<file path="config.mk">
export PLATFORM = sky130hd
export DESIGN_NAME = inst_sram_responder
export DESIGN_NICKNAME = d
export VERILOG_FILES = /design/src/rtl/inst_sram_responder_pkg.sv /design/src/rtl/inst_sram_responder_delay_pipe.sv /design/src/rtl/inst_sram_responder.sv
export SDC_FILE = /design/constraint.sdc
export NUM_CORES = 1
export LEC_CHECK = 0
export CAP_MARGIN = 20
export CORE_MARGIN = 5
export CORE_UTILIZATION = 36
export CTS_BUF_LIST = sky130_fd_sc_hd__clkbuf_8
export DETAILED_ROUTE_END_ITERATION = 7
export PLACE_DENSITY_LB_ADDON = 0.25
export REMOVE_ABC_BUFFERS = 1
export SYNTH_ARGS = -nofsm -noshare
export SYNTH_HDL_FRONTEND = slang
export SYNTH_SLANG_ARGS = --single-unit
</file>
<file path="constraint.sdc">
create_clock -name clk -period 1.4 [get_ports clk]
set_input_delay 0.28 -clock clk [delete_from_list [all_inputs] [get_ports clk]]
set_output_delay 0.28 -clock clk [all_outputs]
set_load 0.005 [all_outputs]
</file>
<file path="src/rtl/inst_sram_responder_pkg.sv">
// inst_sram_responder_pkg: parameter limits, LFSR seed/taps and step function for the fetch responder.
package inst_sram_responder_pkg;
  localparam int WAIT_MAX = 7;
  localparam int OUTSTANDING_MIN = 1;
  localparam int OUTSTANDING_MAX = 8;
  localparam logic [15:0] LFSR_SEED_DEFAULT = 16'hACE1;
  // x^16+x^14+x^13+x^11+1 in right-shifting Fibonacci form taps bits 0,2,3,5
  localparam logic [15:0] LFSR_TAPS = 16'h002D;
  function automatic logic [15:0] lfsr_next(input logic [15:0] s);
    return {^(s & LFSR_TAPS), s[15:1]};
  endfunction
endpackage

</file>
<file path="src/rtl/inst_sram_responder_delay_pipe.sv">
// resp_delay_pipe: DEPTH-stage {valid, data} shift chain with async clear; DEPTH=0 is a wire.
module resp_delay_pipe #(
  parameter int DEPTH = 0,
  parameter int DW = 32
) (
  input  logic          clk,
  input  logic          rst,
  input  logic          i_valid,
  input  logic [DW-1:0] i_data,
  output logic          o_valid,
  output logic [DW-1:0] o_data
);
  if (DEPTH == 0) begin : g_pass
    assign o_valid = i_valid;
    assign o_data = i_data;
  end else begin : g_chain
    logic [DEPTH-1:0] r_v;
    logic [DW-1:0] r_d [DEPTH];
    always_ff @(posedge clk or posedge rst) begin
      if (rst) begin
        r_v <= '0;
        for (int k = 0; k < DEPTH; k++) r_d[k] <= '0;
      end else begin
        r_v[0] <= i_valid;
        r_d[0] <= i_data;
        for (int k = 1; k < DEPTH; k++) begin
          r_v[k] <= r_v[k-1];
          r_d[k] <= r_d[k-1];
        end
      end
    end
    assign o_valid = r_v[DEPTH-1];
    assign o_data = r_d[DEPTH-1];
  end
endmodule

</file>
<file path="src/rtl/inst_sram_responder.sv">
// inst_sram_responder: SRAM-like instruction fetch responder with in-order fixed-latency returns,
// an outstanding-request limit and optional LFSR throttling of addr_ok.
module inst_sram_responder
  import inst_sram_responder_pkg::*;
#(
  parameter int RAM_AW = 14,
  parameter int WAIT_CYCLES = 0,
  parameter int MAX_OUTSTANDING = 2,
  parameter bit THROTTLE_EN = 1'b0,
  parameter logic [15:0] LFSR_SEED = LFSR_SEED_DEFAULT
) (
  input  logic              clk,
  input  logic              reset,
  input  logic              inst_req,
  input  logic [31:0]       inst_addr,
  output logic              inst_addr_ok,
  output logic              inst_data_ok,
  output logic [31:0]       inst_rdata,
  output logic              ram_en,
  output logic [RAM_AW-1:0] ram_addr,
  input  logic [31:0]       ram_rdata
);
  localparam int CW = $clog2(MAX_OUTSTANDING) + 1;
  localparam logic [CW-1:0] MAX_CNT = CW'(MAX_OUTSTANDING);
  if (WAIT_CYCLES < 0 || WAIT_CYCLES > WAIT_MAX || MAX_OUTSTANDING < OUTSTANDING_MIN ||
      MAX_OUTSTANDING > OUTSTANDING_MAX || LFSR_SEED == 16'h0) begin : g_bad_param
    $error("inst_sram_responder: parameter out of range");
  end
  logic [CW-1:0] r_cnt;
  logic [15:0]   r_lfsr;
  logic          r_v1;
  logic          w_pv;
  logic [31:0]   w_pd;
  logic          w_unused;
  assign inst_addr_ok = !reset && inst_req && (r_cnt < MAX_CNT) && (!THROTTLE_EN || r_lfsr[0]);
  assign ram_en = inst_addr_ok;
  assign ram_addr = inst_addr[RAM_AW+1:2];
  assign w_unused = ^{inst_addr[31:RAM_AW+2], inst_addr[1:0]};
  // The RAM output register is the stage-1 data; only its valid tag lives here.
  resp_delay_pipe #(.DEPTH(WAIT_CYCLES), .DW(32)) u_pipe (
    .clk(clk),
    .rst(reset),
    .i_valid(r_v1),
    .i_data(ram_rdata),
    .o_valid(w_pv),
    .o_data(w_pd)
  );
  always_ff @(posedge clk or posedge reset) begin
    if (reset) begin
      r_cnt <= '0;
      r_lfsr <= LFSR_SEED;
      r_v1 <= 1'b0;
      inst_data_ok <= 1'b0;
      inst_rdata <= '0;
    end else begin
      assert (!(inst_data_ok && r_cnt == '0));
      assert (r_cnt <= MAX_CNT);
      r_cnt <= r_cnt + CW'(inst_addr_ok) - CW'(inst_data_ok);
      r_lfsr <= lfsr_next(r_lfsr);
      r_v1 <= inst_addr_ok;
      inst_data_ok <= w_pv;
      if (w_pv) inst_rdata <= w_pd;
    end
  end
endmodule

</file>
=== Word level (Yosys, flattened, before mapping) ===
Index checks and enable logic that the tools add are counted.

* Flip-flop bits (word level): 36
* Input bits: 67
* Output and inout port bits: 49
* Logic and storage cells: 10

* Add/subtract/negate cells: 2
* Order comparisons: 1
* Reductions and logical operators: 3

{| class="wikitable"
|+ Operators by type and width
! operator !! number
|-
| $add 2x1->2 || 1
|-
| $logic_and 1x1->1 || 2
|-
| $lt 2x2->1 const B || 1
|-
| $sub 2x1->2 || 1
|-
| $logic_not 1->1 || 1
|}

=== Logic depth before layout (Yosys ltp) ===
Gate-level depths: netlist of run 1.

* Depth in word-level cells: 5
* Gate-level depth with buffers: 5

=== Hierarchy ===
A second synthesis of run 1 with hierarchy kept.

* Cell total of the unflattened synthesis: 127
* Area, all modules: 1873.0 um2

{| class="wikitable"
|+ Modules (own cells, without submodules)
! module !! times used !! cells each !! area an instance (um2)
|-
| inst_sram_responder || 1 || 94 || 1625.3
|-
| resp_delay_pipe || 1 || 33 || 247.7
|}

=== Least setup slack after synthesis of run 1 ===
Ideal clock, no wire load.

* Path type: flip-flop to flip-flop
* From: register r_cnt[1]
* To: register r_cnt[1]
* Arrival time: 1.188 ns
* Required time: 1.265 ns
* Setup slack: 0.077 ns
* Stages on the path, launching flop included: 4
* Cell sequence: dfrtp_1 -> nor3b_1 -> ha_1 -> xor3_1

* Cells in the longest elaborated chain, start to end: 4

{| class="wikitable"
|+ Ends and longest elaborated chain
! item !! RTL line !! text
|-
| from (decl) || inst_sram_responder.sv:29 || <nowiki>logic [CW-1:0] r_cnt;</nowiki>
|-
| from (signal assigned) || inst_sram_responder.sv:58 || <nowiki>r_cnt <= r_cnt + CW'(inst_addr_ok) - CW'(inst_data_ok);</nowiki>
|-
| $lt 2x2->1 || inst_sram_responder.sv:35 || <nowiki>assign inst_addr_ok = !reset && inst_req && (r_cnt < MAX_CNT) && (!THROTTLE_EN || r_lfsr[0]);</nowiki>
|-
| $logic_and 1x1->1 || inst_sram_responder.sv:35 ||
|-
| named net inst_addr_ok || inst_sram_responder.sv:16 || <nowiki>output logic inst_addr_ok,</nowiki>
|-
| $add 2x1->2 || inst_sram_responder.sv:58 ||
|-
| $sub 2x1->2 || inst_sram_responder.sv:58 ||
|}

The timed path passes the listed nets, and every way through them passes these cells.
A chain may end at the register's enable or synchronous reset.

=== Final worst setup path of run 1 ===
* From: input port inst_req
* To: output port ram_en

* Cells in the longest elaborated chain, start to end: 2

{| class="wikitable"
|+ Ends and longest elaborated chain
! item !! RTL line !! text
|-
| from (decl) || inst_sram_responder.sv:14 || <nowiki>input logic inst_req,</nowiki>
|-
| $logic_and 1x1->1 (2 in a row) || inst_sram_responder.sv:35 ||
|-
| to (decl) || inst_sram_responder.sv:19 || <nowiki>output logic ram_en,</nowiki>
|}

Every way passes these cells.

==> reports/metrics.cfg, run 1 <==
[sta]
finalSetupTns_ns = 0
finalCritPeriodShare_pct = 95.9
relSlewSlack_pct = 82.7
timing.hold.ws_ns = 0.0983
finalHoldViolations = 0
period_needed_ns = 1.34
slew_viol_final = 0
setup_viol_count_final = 0
tightest_slew_ns = 0.259
clock_skew_ns = 0.00403
rsz0062_at_grt = no
fmax_mhz = 745

[routing]
routed_wl_mm = 3.67
antenna_left = 0
post_drt_wl_per_cell_um = 17.2
viasPerCell = 4.61
remaining_drc_errors = 0
num_vias = 986
dr.pass1.iters = 4
drt_iter0_markers = 25

[yosys]
synth_area_leaders = dfrtp_1 55%, mux2_4 28%, buf_4 6.9%
synth.cells.most_frequent = 36 x dfrtp_1, 30 x mux2_4, 15 x buf_4
synthArstFlopShare_pct = 100
synth_ff_type = dfrtp_1
syn_inst = 94
synth_area_per_cell_sq_um = 17.3
yosysMostFrequentCell = dfrtp_1
synth_top_area_cell = dfrtp_1
yosys_warnings = 0
synth_edf_count = 0
synth_area_sq_um = 1630
synth_top_area_share_pct = 55.4
ys_ff_latch = 36
synth_cell_types = 10
ys_seq_area_share_pct = 55.4

[clock_tree]
cts_tree = yes
cts_htree_levels = 2
numCtsBuffers = 5
clk_latency_ns = 0.28
clock_path_buffers = 2
cts_num_sinks = 36
clk_pin_slew_ns = 0.07
ctsHoldBuffers = 0
cts-root-buf = clkbuf_8

[floorplanning]
start_util_pct = 37.3
core_sq_um = 4350
rows = 24
dieArea_sq_um = 5960
die_w_um = 77.2
die_h_um = 77.2
ioPinCount = 116

[power_and_ir_drop]
power_density_nw_per_um2 = 1900
seqPwrFrac_pct = 40.5
intPower_mw = 3.30
vdd_drop_max_v = 0.000706
power.switching_mw = 1.16
p_comb_share_pct = 43.5
power_frac_clock_pct = 16.1
netSwitchingFraction_pct = 26.0
p_leak_nw = 1.15

[cells_and_area]
drive_gt1_share_pct = 32.1
fill_cells = 361
final_nets = 230
diodes = 0
final_util_pct = 53.9
layout-area-overhead-vs-synth_pct = 44.3

[critical_path]
path_depth = 3
worst_ep_arrival_time_ns = 1.06
worst-path-max-fanout = 3
slowest_delay_ns = 0.44
worstPathRequired_ns = 1.12
rr_worst_depth = 4
crit_path_top_delay_cell = clkdlybuf4s50_1
critical_path_class = input port to primary output
end_kind = primary output
cp_num_buf_inv = 2
startpoint_type = input port
crit_family = buffers and inverters
crit_chain = clkdlybuf4s50_1 -> nor3b_2 -> buf_2

[placement]
place_congestion = 0.731
dp_hpwl_mm = 2.72
portBuffers = 69

[outcome]
status = finished, final reports clean

[grt]
grt_use_total_pct = 12.6
overflow = 0
grt_max_degree = 37
antenna_found_initial = 0
grt_pass1_wl_mm = 5.89
grt_pass1_vias = 1132

[job]
maxCapViolCount = 0

[worst_hold_path]
hp-class = input port to async pin

-- cell usage in the layout, fill, tap and decap left out, drive strengths merged --
cell type      count
buf               12
clkbuf             6
clkdlybuf4s50     33
dfrtp             36
dlygate4sd2       33
dlymetal6s2s       1
ha                 2
inv                5
mux2              32
nor3b              1
xor3               1
-- timing repair --
item	4_1_cts	5_1_grt
endpoints found under the hold margin	0	0
endpoints found under the setup margin	36	2
setup buffers	5	1
pin swaps	1	1
resized for setup	42	1
cloned	0	0
-- final cells by class --
| class | instances | area, sq um | share of cell area, % |
|---|---|---|---|
| Clock buffer | 6 | 82.6 | 3.52 |
| Timing Repair Buffer | 79 | 742 | 31.6 |
| Sequential cell | 36 | 902 | 38.5 |
| Inverter | 3 | 11.3 | 0.480 |
| Multi-Input combinational cell | 36 | 534 | 22.8 |
| Clock inverter | 2 | 7.51 | 0.320 |
| Tap cell | 52 | 65.1 | 2.77 |
-- metrics by stage --
step                      instance area (sq um)  power (mW)  instances  setup slack (ns)
after floorplan                            1440        2.75         75            -0.449
after global placement                     2250        3.95        200            -0.451
after detailed placement                   2250        4.02        200            -0.489
after CTS                                  2330        4.54        213           0.00649
after global routing                       2340        4.77        214            0.0189
final                                      2340        4.47        214            0.0571
-- path summary, 6_finish.rpt --
path / slack [ns] / to / startpoint
max in group asynchronous: 1.11 / r_v1 / reset
setup reg to reg: 0.15 / r_cnt[1] / r_cnt[1]
min in group clk: 0.36 / r_v1 / reset
setup / recovery: 0.06 / ram_en / inst_req
hold reg to reg: 0.50 / inst_rdata[5] / inst_rdata[5]
hold / removal: 0.1 / inst_rdata[15] / reset
-- power by group through the flow --
stage	registers (mW)	logic, mW	clock network, mW
2_1_floorplan	1.92	0.827	0
4_1_cts	1.82	1.96	0.755
3_3_place_gp	1.82	2.12	0
6_report	1.81	1.94	0.718
3_5_place_dp	1.86	2.16	0
5_1_grt	1.88	2.09	0.799
-- flip-flops by register name, summed over array words and instances, names as in the netlist --
signal	flops
inst_rdata	32
inst_data_ok	1
r_v1	1
r_cnt	2
-- cell families (layout without fill, tap and decap cells) --
group / after synthesis / after routing / synth area share (%)
DFF: 36 / 36 / 55.4
muxes: 32 / 32 / 29.1
buffers and inverters: 22 / 90 / 12.0
adders and majority gates: 2 / 2 / 1.54
xor gates and xnor gates: 1 / 1 / 1.46
and+or+nand+nor: 1 / 1 / 0.462
-- worst reg2reg max path, stage by stage (launching register included) --
cell and delay [ns]:
dfrtp_1 0.39, nor3b_2 0.22, buf_4 0.14, ha_1 0.15
xor3_1 0.22
-- per-layer routing --
layer | up-vias | part of all wire [%] | wire length [um] | global-route usage, %
li1 | 437 | - | - | -
met1 | 464 | 36 | 1340 | 13.8
met2 | 77 | 48 | 1770 | 19.4
met3 | 8 | 13 | 487 | 8.67
met4 | 0 | 2.0 | 74 | 4.30
met5 | - | 0 | 0 | 0
(Power assumes the default switching activity.)
==> inputs of run 2 (changes only) <==
--- a/config.mk
+++ b/config.mk
@@ -6,8 +6,10 @@
 export NUM_CORES = 1
 export LEC_CHECK = 0
 export CAP_MARGIN = 20
+export CELL_PAD_IN_SITES_DETAIL_PLACEMENT = 1
+export CELL_PAD_IN_SITES_GLOBAL_PLACEMENT = 1
 export CORE_MARGIN = 5
-export CORE_UTILIZATION = 36
+export CORE_UTILIZATION = 27
 export CTS_BUF_LIST = sky130_fd_sc_hd__clkbuf_8
 export DETAILED_ROUTE_END_ITERATION = 7
 export PLACE_DENSITY_LB_ADDON = 0.25
==> run 2 against run 1 <==
Effect of this change:
- global-route usage decreased by 1.9 points
- critical path type is now flop to flop
- sequential cell count unchanged
- register-to-register slack got worse by 0.11 ns
==> reports/metrics.cfg, run 2 (synthesized netlist as in run 1, its figures left out) <==
[routing]
num_vias = 978  ; -0.81%
viasPerCell = 4.16  ; -9.7%
drt_iter0_markers = 8  ; -68%
dr.pass1.iters = 3  ; -1
remaining_drc_errors = 0  ; unchanged
routed_wl_mm = 4.03  ; +9.8%
antenna_left = 0  ; unchanged
post_drt_wl_per_cell_um = 17.2  ; about the same

[power_and_ir_drop]
power_frac_clock_pct = 17.0  ; +0.9 points
power_density_nw_per_um2 = 1890  ; -0.65%
p_comb_share_pct = 42.6  ; -0.9 points
intPower_mw = 3.34  ; +1.2%
netSwitchingFraction_pct = 26.1  ; +0.047 points
total_power_mw = 4.52  ; +1.3%
seqPwrFrac_pct = 40.4  ; about the same
power.switching_mw = 1.18  ; +1.4%
vdd_drop_max_v = 0.000541  ; -23%
p_leak_nw = 1.14  ; -0.76%

[worst_hold_path]
hp-class = input port to async pin

[clock_tree]
clk_pin_slew_ns = 0.07  ; about the same
cts_htree_levels = 2  ; unchanged
cts_num_sinks = 36  ; unchanged
clk_latency_ns = 0.27  ; about the same
cts_tree = yes
clock_path_buffers = 2  ; unchanged
ctsHoldBuffers = 0  ; unchanged
numCtsBuffers = 5  ; unchanged
cts-root-buf = clkbuf_8

[sta]
clock_skew_ns = 0.00166  ; -0.00237 ns
setup_slack_ns = 0.0380  ; -0.0191 ns
period_needed_ns = 1.36  ; +0.0191 ns
finalSetupTns_ns = 0  ; unchanged
finalHoldViolations = 0  ; unchanged
tightest_slew_ns = 0.298  ; +0.0394 ns
rsz0062_at_grt = yes
setup_viol_count_final = 0  ; unchanged
fmax_mhz = 734  ; -1.4%
relSlewSlack_pct = 80.1  ; -2.6 points
slew_viol_final = 0  ; unchanged
finalCritPeriodShare_pct = 97.3  ; +1.4 points

[floorplanning]
die_w_um = 87.6  ; +13%
rows = 28  ; +17%
start_util_pct = 27.6  ; -9.7 points
core_sq_um = 5890  ; +35%
dieArea_sq_um = 7670  ; +29%
die_h_um = 87.6  ; +13%
ioPinCount = 116  ; unchanged

[critical_path]
rr_worst_depth = 4  ; unchanged
end_kind = flop
startpoint_type = flop
critical_path_class = flop to flop
worst-r2r-setup-slack_ns = 0.04  ; -0.11 ns
slowest_delay_ns = 0.39  ; -0.05 ns
crit_family = adder cells
crit_path_top_delay_cell = dfrtp_1
worstReg2RegEnd = r_cnt[1]
timing.rr.start = inst_data_ok
worst_ep_arrival_time_ns = 1.51  ; +0.45 ns
crit_chain = ha_1 -> inv_1 -> ha_4 -> xor3_1
worst-path-max-fanout = 2  ; -1
worstPathRequired_ns = 1.55  ; +0.43 ns
cp_num_buf_inv = 1  ; -1

[grt]
grt_max_degree = 37  ; unchanged
antenna_found_initial = 0  ; unchanged
grt_pass1_vias = 1088  ; -3.9%
overflow = 0  ; unchanged
grt_pass1_wl_mm = 6.05  ; +2.8%
grt_use_total_pct = 10.7  ; -1.9 points

[cells_and_area]
diodes = 0  ; unchanged
drive_gt1_share_pct = 33.1  ; +1.0 points
final_nets = 229  ; -0.43%
final_common_cell = dfrtp_1
regMostFlops = inst_rdata
final_util_pct = 40.6  ; -13 points
fill_cells = 614  ; +70%
layout-area-overhead-vs-synth_pct = 47.0
largest_register_ffs = 32  ; unchanged
top_regs = inst_rdata x32, r_cnt x2
final_cell_mix = 35 x dfrtp_1, 34 x dlygate4sd2_1, 32 x clkdlybuf4s50_1, 30 x mux2_4

[placement]
place_congestion = 0.707  ; -3.2%
pre_cts_ws_ns = -0.512  ; -0.0231 ns
portBuffers = 69  ; unchanged
dp_hpwl_mm = 2.97  ; +9.3%

[job]
maxCapViolCount = 0  ; unchanged

[outcome]
status = finished, final reports clean

## run 2: what timing repair did
item                       4_1_cts  5_1_grt
resized for setup               46        1
pin swaps                        2        0
setup endpoints to repair       36        3
buffers inserted                 8        0
## run 2: power groups by stage
| stage | Sequential [mW] | Combinational [mW] | Clock, mW |
|---|---|---|---|
| after floorplan | 1.92 | 0.827 | 0 |
| after global placement | 1.83 | 2.16 | 0 |
| after detailed placement | 1.86 | 2.19 | 0 |
| after CTS | 1.83 | 1.97 | 0.811 |
| after global routing | 1.90 | 2.08 | 0.853 |
| final | 1.82 | 1.93 | 0.771 |
## run 2: how the worst max path moves through the flow
stage                       startpoint            end  cells after the start
after global placement        inst_req   inst_addr_ok                      3
after CTS                     inst_req       r_cnt[1]                      5
after floorplan                   r_v1  inst_rdata[0]                      1
after detailed placement      inst_req         ram_en                      3
final                     inst_data_ok       r_cnt[1]                      4
after global routing          r_cnt[1]       r_cnt[1]                      4
## run 2: final cells by class
type	instances	area (sq um)	share of cell area, %
clock buffer	7	96.3	4.03
inverter	3	11.3	0.471
multi-input combinational	36	553	23.1
sequential	36	902	37.7
tap	75	93.8	3.93
timing repair buffer	78	733	30.7
## run 2: worst reg2reg max path, cell delays in order (launching register included)
cell     delay (ns)
dfrtp_1        0.39
ha_1           0.28
inv_1          0.06
ha_4           0.16
xor3_1         0.35
## run 2: routing by layer
metal	wire length [um]	global-route usage, %	up-vias
met5	29	2.60	-
li1	-	-	431
met2	1970	17.5	59
met1	1500	11.2	482
met4	41	4.18	2
met3	488	6.21	4
## run 2: through the flow
step | hold slack, ns | cell area, sq um | cells
floorplan | 0.415 | 1440 | 75
global placement | 0.493 | 2290 | 224
detailed placement | 0.495 | 2290 | 224
CTS | 0.241 | 2390 | 235
global route | 0.269 | 2390 | 235
finish | 0.236 | 2390 | 235
==> inputs of run 3 (changes only) <==
--- a/config.mk
+++ b/config.mk
@@ -8,7 +8,6 @@
 export CAP_MARGIN = 20
 export CELL_PAD_IN_SITES_DETAIL_PLACEMENT = 1
 export CELL_PAD_IN_SITES_GLOBAL_PLACEMENT = 1
-export CORE_MARGIN = 5
 export CORE_UTILIZATION = 27
 export CTS_BUF_LIST = sky130_fd_sc_hd__clkbuf_8
 export DETAILED_ROUTE_END_ITERATION = 7
==> run 3 against run 2 <==
Effect of this change:
- utilization is 1.8 points higher
- combinational power grew 4%
- die area down 17%
- setup slack lost 0.0062 ns
- first-iteration DRC count increased by 38%
- maximum frequency shrank 0.45%
- critical path depth fell by 1
- clock power decreased by 11%
- global-route usage is 2.1 points higher
- sequential share of layout area decreased by 0.059 points
- power about the same
- final cell count increased by 2.1%
- critical endpoint is now ram_en
- largest power group unchanged
==> reports/metrics.cfg, run 3 (synthesized netlist as in run 1, its figures left out) <==
[outcome]
status = finished, final reports clean

[cells_and_area]
final_nets = 236  ; +3.1%
diodes = 0  ; unchanged
largest_register_ffs = 32  ; unchanged
stdcell_area_sq_um = 2390  ; +0.16%
drive_gt1_share_pct = 34.5  ; +1.4 points
layoutNonFillerInstCount = 240  ; +2.1%
final_cell_mix = 35 x dfrtp_1, 33 x clkdlybuf4s50_1, 33 x dlygate4sd2_1, 30 x mux2_4, 15 x buf_4
final_common_cell = dfrtp_1
top_regs = inst_rdata x32, r_cnt x2
regMostFlops = inst_rdata
final_util_pct = 42.4  ; +1.8 points
layout-area-overhead-vs-synth_pct = 47.3

[job]
maxCapViolCount = 0  ; unchanged

[floorplanning]
ioPinCount = 116  ; unchanged
die_h_um = 79.6  ; -9.1%
dieArea_sq_um = 6330  ; -17%
rows = 27  ; -3.6%
start_util_pct = 28.8  ; +1.2 points
die_w_um = 79.6  ; -9.1%
core_sq_um = 5640  ; -4.1%

[placement]
portBuffers = 69  ; unchanged
place_congestion = 0.711  ; +0.49%
placed_area_sq_um = 2270  ; -0.71%
dp_hpwl_mm = 2.82  ; -5.2%
place_inst = 221  ; -1.3%

[critical_path]
worst-path-max-fanout = 3  ; +1
worst_ep_arrival_time_ns = 1.09  ; -0.42 ns
end_kind = primary output
crit_chain = clkdlybuf4s50_1 -> nor3b_2 -> buf_2
worst-r2r-setup-slack_ns = 0.11  ; +0.07 ns
crit_path_top_delay_cell = clkdlybuf4s50_1
critical_path_class = input port to primary output
slowest_delay_ns = 0.46  ; +0.07 ns
worstReg2RegEnd = r_cnt[1]
timing.rr.start = r_cnt[1]
worstPathRequired_ns = 1.12  ; -0.43 ns
rr_worst_depth = 4  ; unchanged
startpoint_type = input port

[power_and_ir_drop]
power_density_nw_per_um2 = 1890  ; -0.11%
p_leak_nw = 1.17  ; +2.6%
vdd_drop_max_v = 0.000688  ; +27%

[sta]
finalHoldViolations = 0  ; unchanged
finalCritPeriodShare_pct = 97.7  ; +0.44 points
period_needed_ns = 1.37  ; +0.00621 ns
slew_viol_final = 0  ; unchanged
relSlewSlack_pct = 80.2  ; +0.084 points
clock_skew_ns = 0.00398  ; +0.00232 ns
setup_viol_count_final = 0  ; unchanged
tightest_slew_ns = 0.297  ; -0.00126 ns
rsz0062_at_grt = yes
finalSetupTns_ns = 0  ; unchanged
fmax_mhz = 731  ; -0.45%

[grt]
grt_use_total_pct = 12.8  ; +2.1 points
grt_pass1_wl_mm = 5.87  ; -3.0%
overflow = 0  ; unchanged
antenna_found_initial = 0  ; unchanged
grt_pass1_vias = 1157  ; +6.3%
grt_max_degree = 24  ; -35%

[clock_tree]
cts_num_sinks = 36  ; unchanged
clock_path_buffers = 2  ; unchanged
numCtsBuffers = 5  ; unchanged
cts-root-buf = clkbuf_8
cts_tree = yes
cts_htree_levels = 2  ; unchanged
clk_pin_slew_ns = 0.07  ; about the same
clk_latency_ns = 0.28  ; about the same

[worst_hold_path]
hp-class = input port to async pin

[routing]
drt_iter0_markers = 11  ; +3
num_vias = 983  ; +0.51%
antenna_left = 0  ; unchanged
routed_wl_mm = 3.79  ; -6.0%
remaining_drc_errors = 0  ; unchanged
dr.pass1.iters = 2  ; -1
post_drt_wl_per_cell_um = 15.8  ; -7.9%
viasPerCell = 4.10  ; -1.6%

[run 3: worst max-delay path, delay by kind of cell]
kind                   cells  cell delay (ns)
buffers and inverters      2             0.61
and+or+nand+nor            1             0.20
[run 3: worst max path at each step]
stage / from / end / slack (ns)
after detailed placement: inst_req / ram_en / -0.51
after floorplan: r_v1 / inst_rdata[0] / -0.45
final: inst_req / ram_en / 0.03
after CTS: reset / ram_en / 0.003
after global placement: inst_req / ram_en / -0.45
after global routing: inst_req / inst_addr_ok / -0.001
[run 3: metal layers]
metal	vias up	global-route usage [%]	share of wire [%]
met2	70	20.4	47
met4	2	3.27	0.69
met3	7	8.80	13
met5	-	5.45	1.0
met1	463	13.3	38
li1	441	-	-
[run 3: repair_timing]
action	CTS	global route
pin swaps	1	1
endpoints found under the setup margin	36	3
setup buffers	10	1
gates resized for setup	42	1
cloned	0	0
hold buffers	0	0
[run 3: area by class of cell]
cell class              instances  area (sq um)
fillers                       592          3250
multi-input cells              36           534
clock buffers                   5          68.8
repair buffers                 85           774
inverters                       3          11.3
clock inverters                 3          12.5
well taps                      72          90.1
flip-flops and latches         36           902
[run 3: report_power, final]
group / internal, mW / leakage, nW / switching, mW
Combinational: 1.44 / 0.689 / 0.568
Sequential: 1.55 / 0.427 / 0.275
Clock: 0.334 / 0.0505 / 0.351
[run 3: per-stage QoR]
step / power (mW) / worst slack (ns) / hold slack [ns]
6_report: 4.52 / 0.0318 / 0.0649
5_1_grt: 4.83 / -0.000950 / 0.0902
4_1_cts: 4.58 / 0.00332 / 0.370
3_5_place_dp: 4.00 / -0.511 / 0.494
3_3_place_gp: 3.94 / -0.454 / 0.493
2_1_floorplan: 2.75 / -0.449 / 0.415
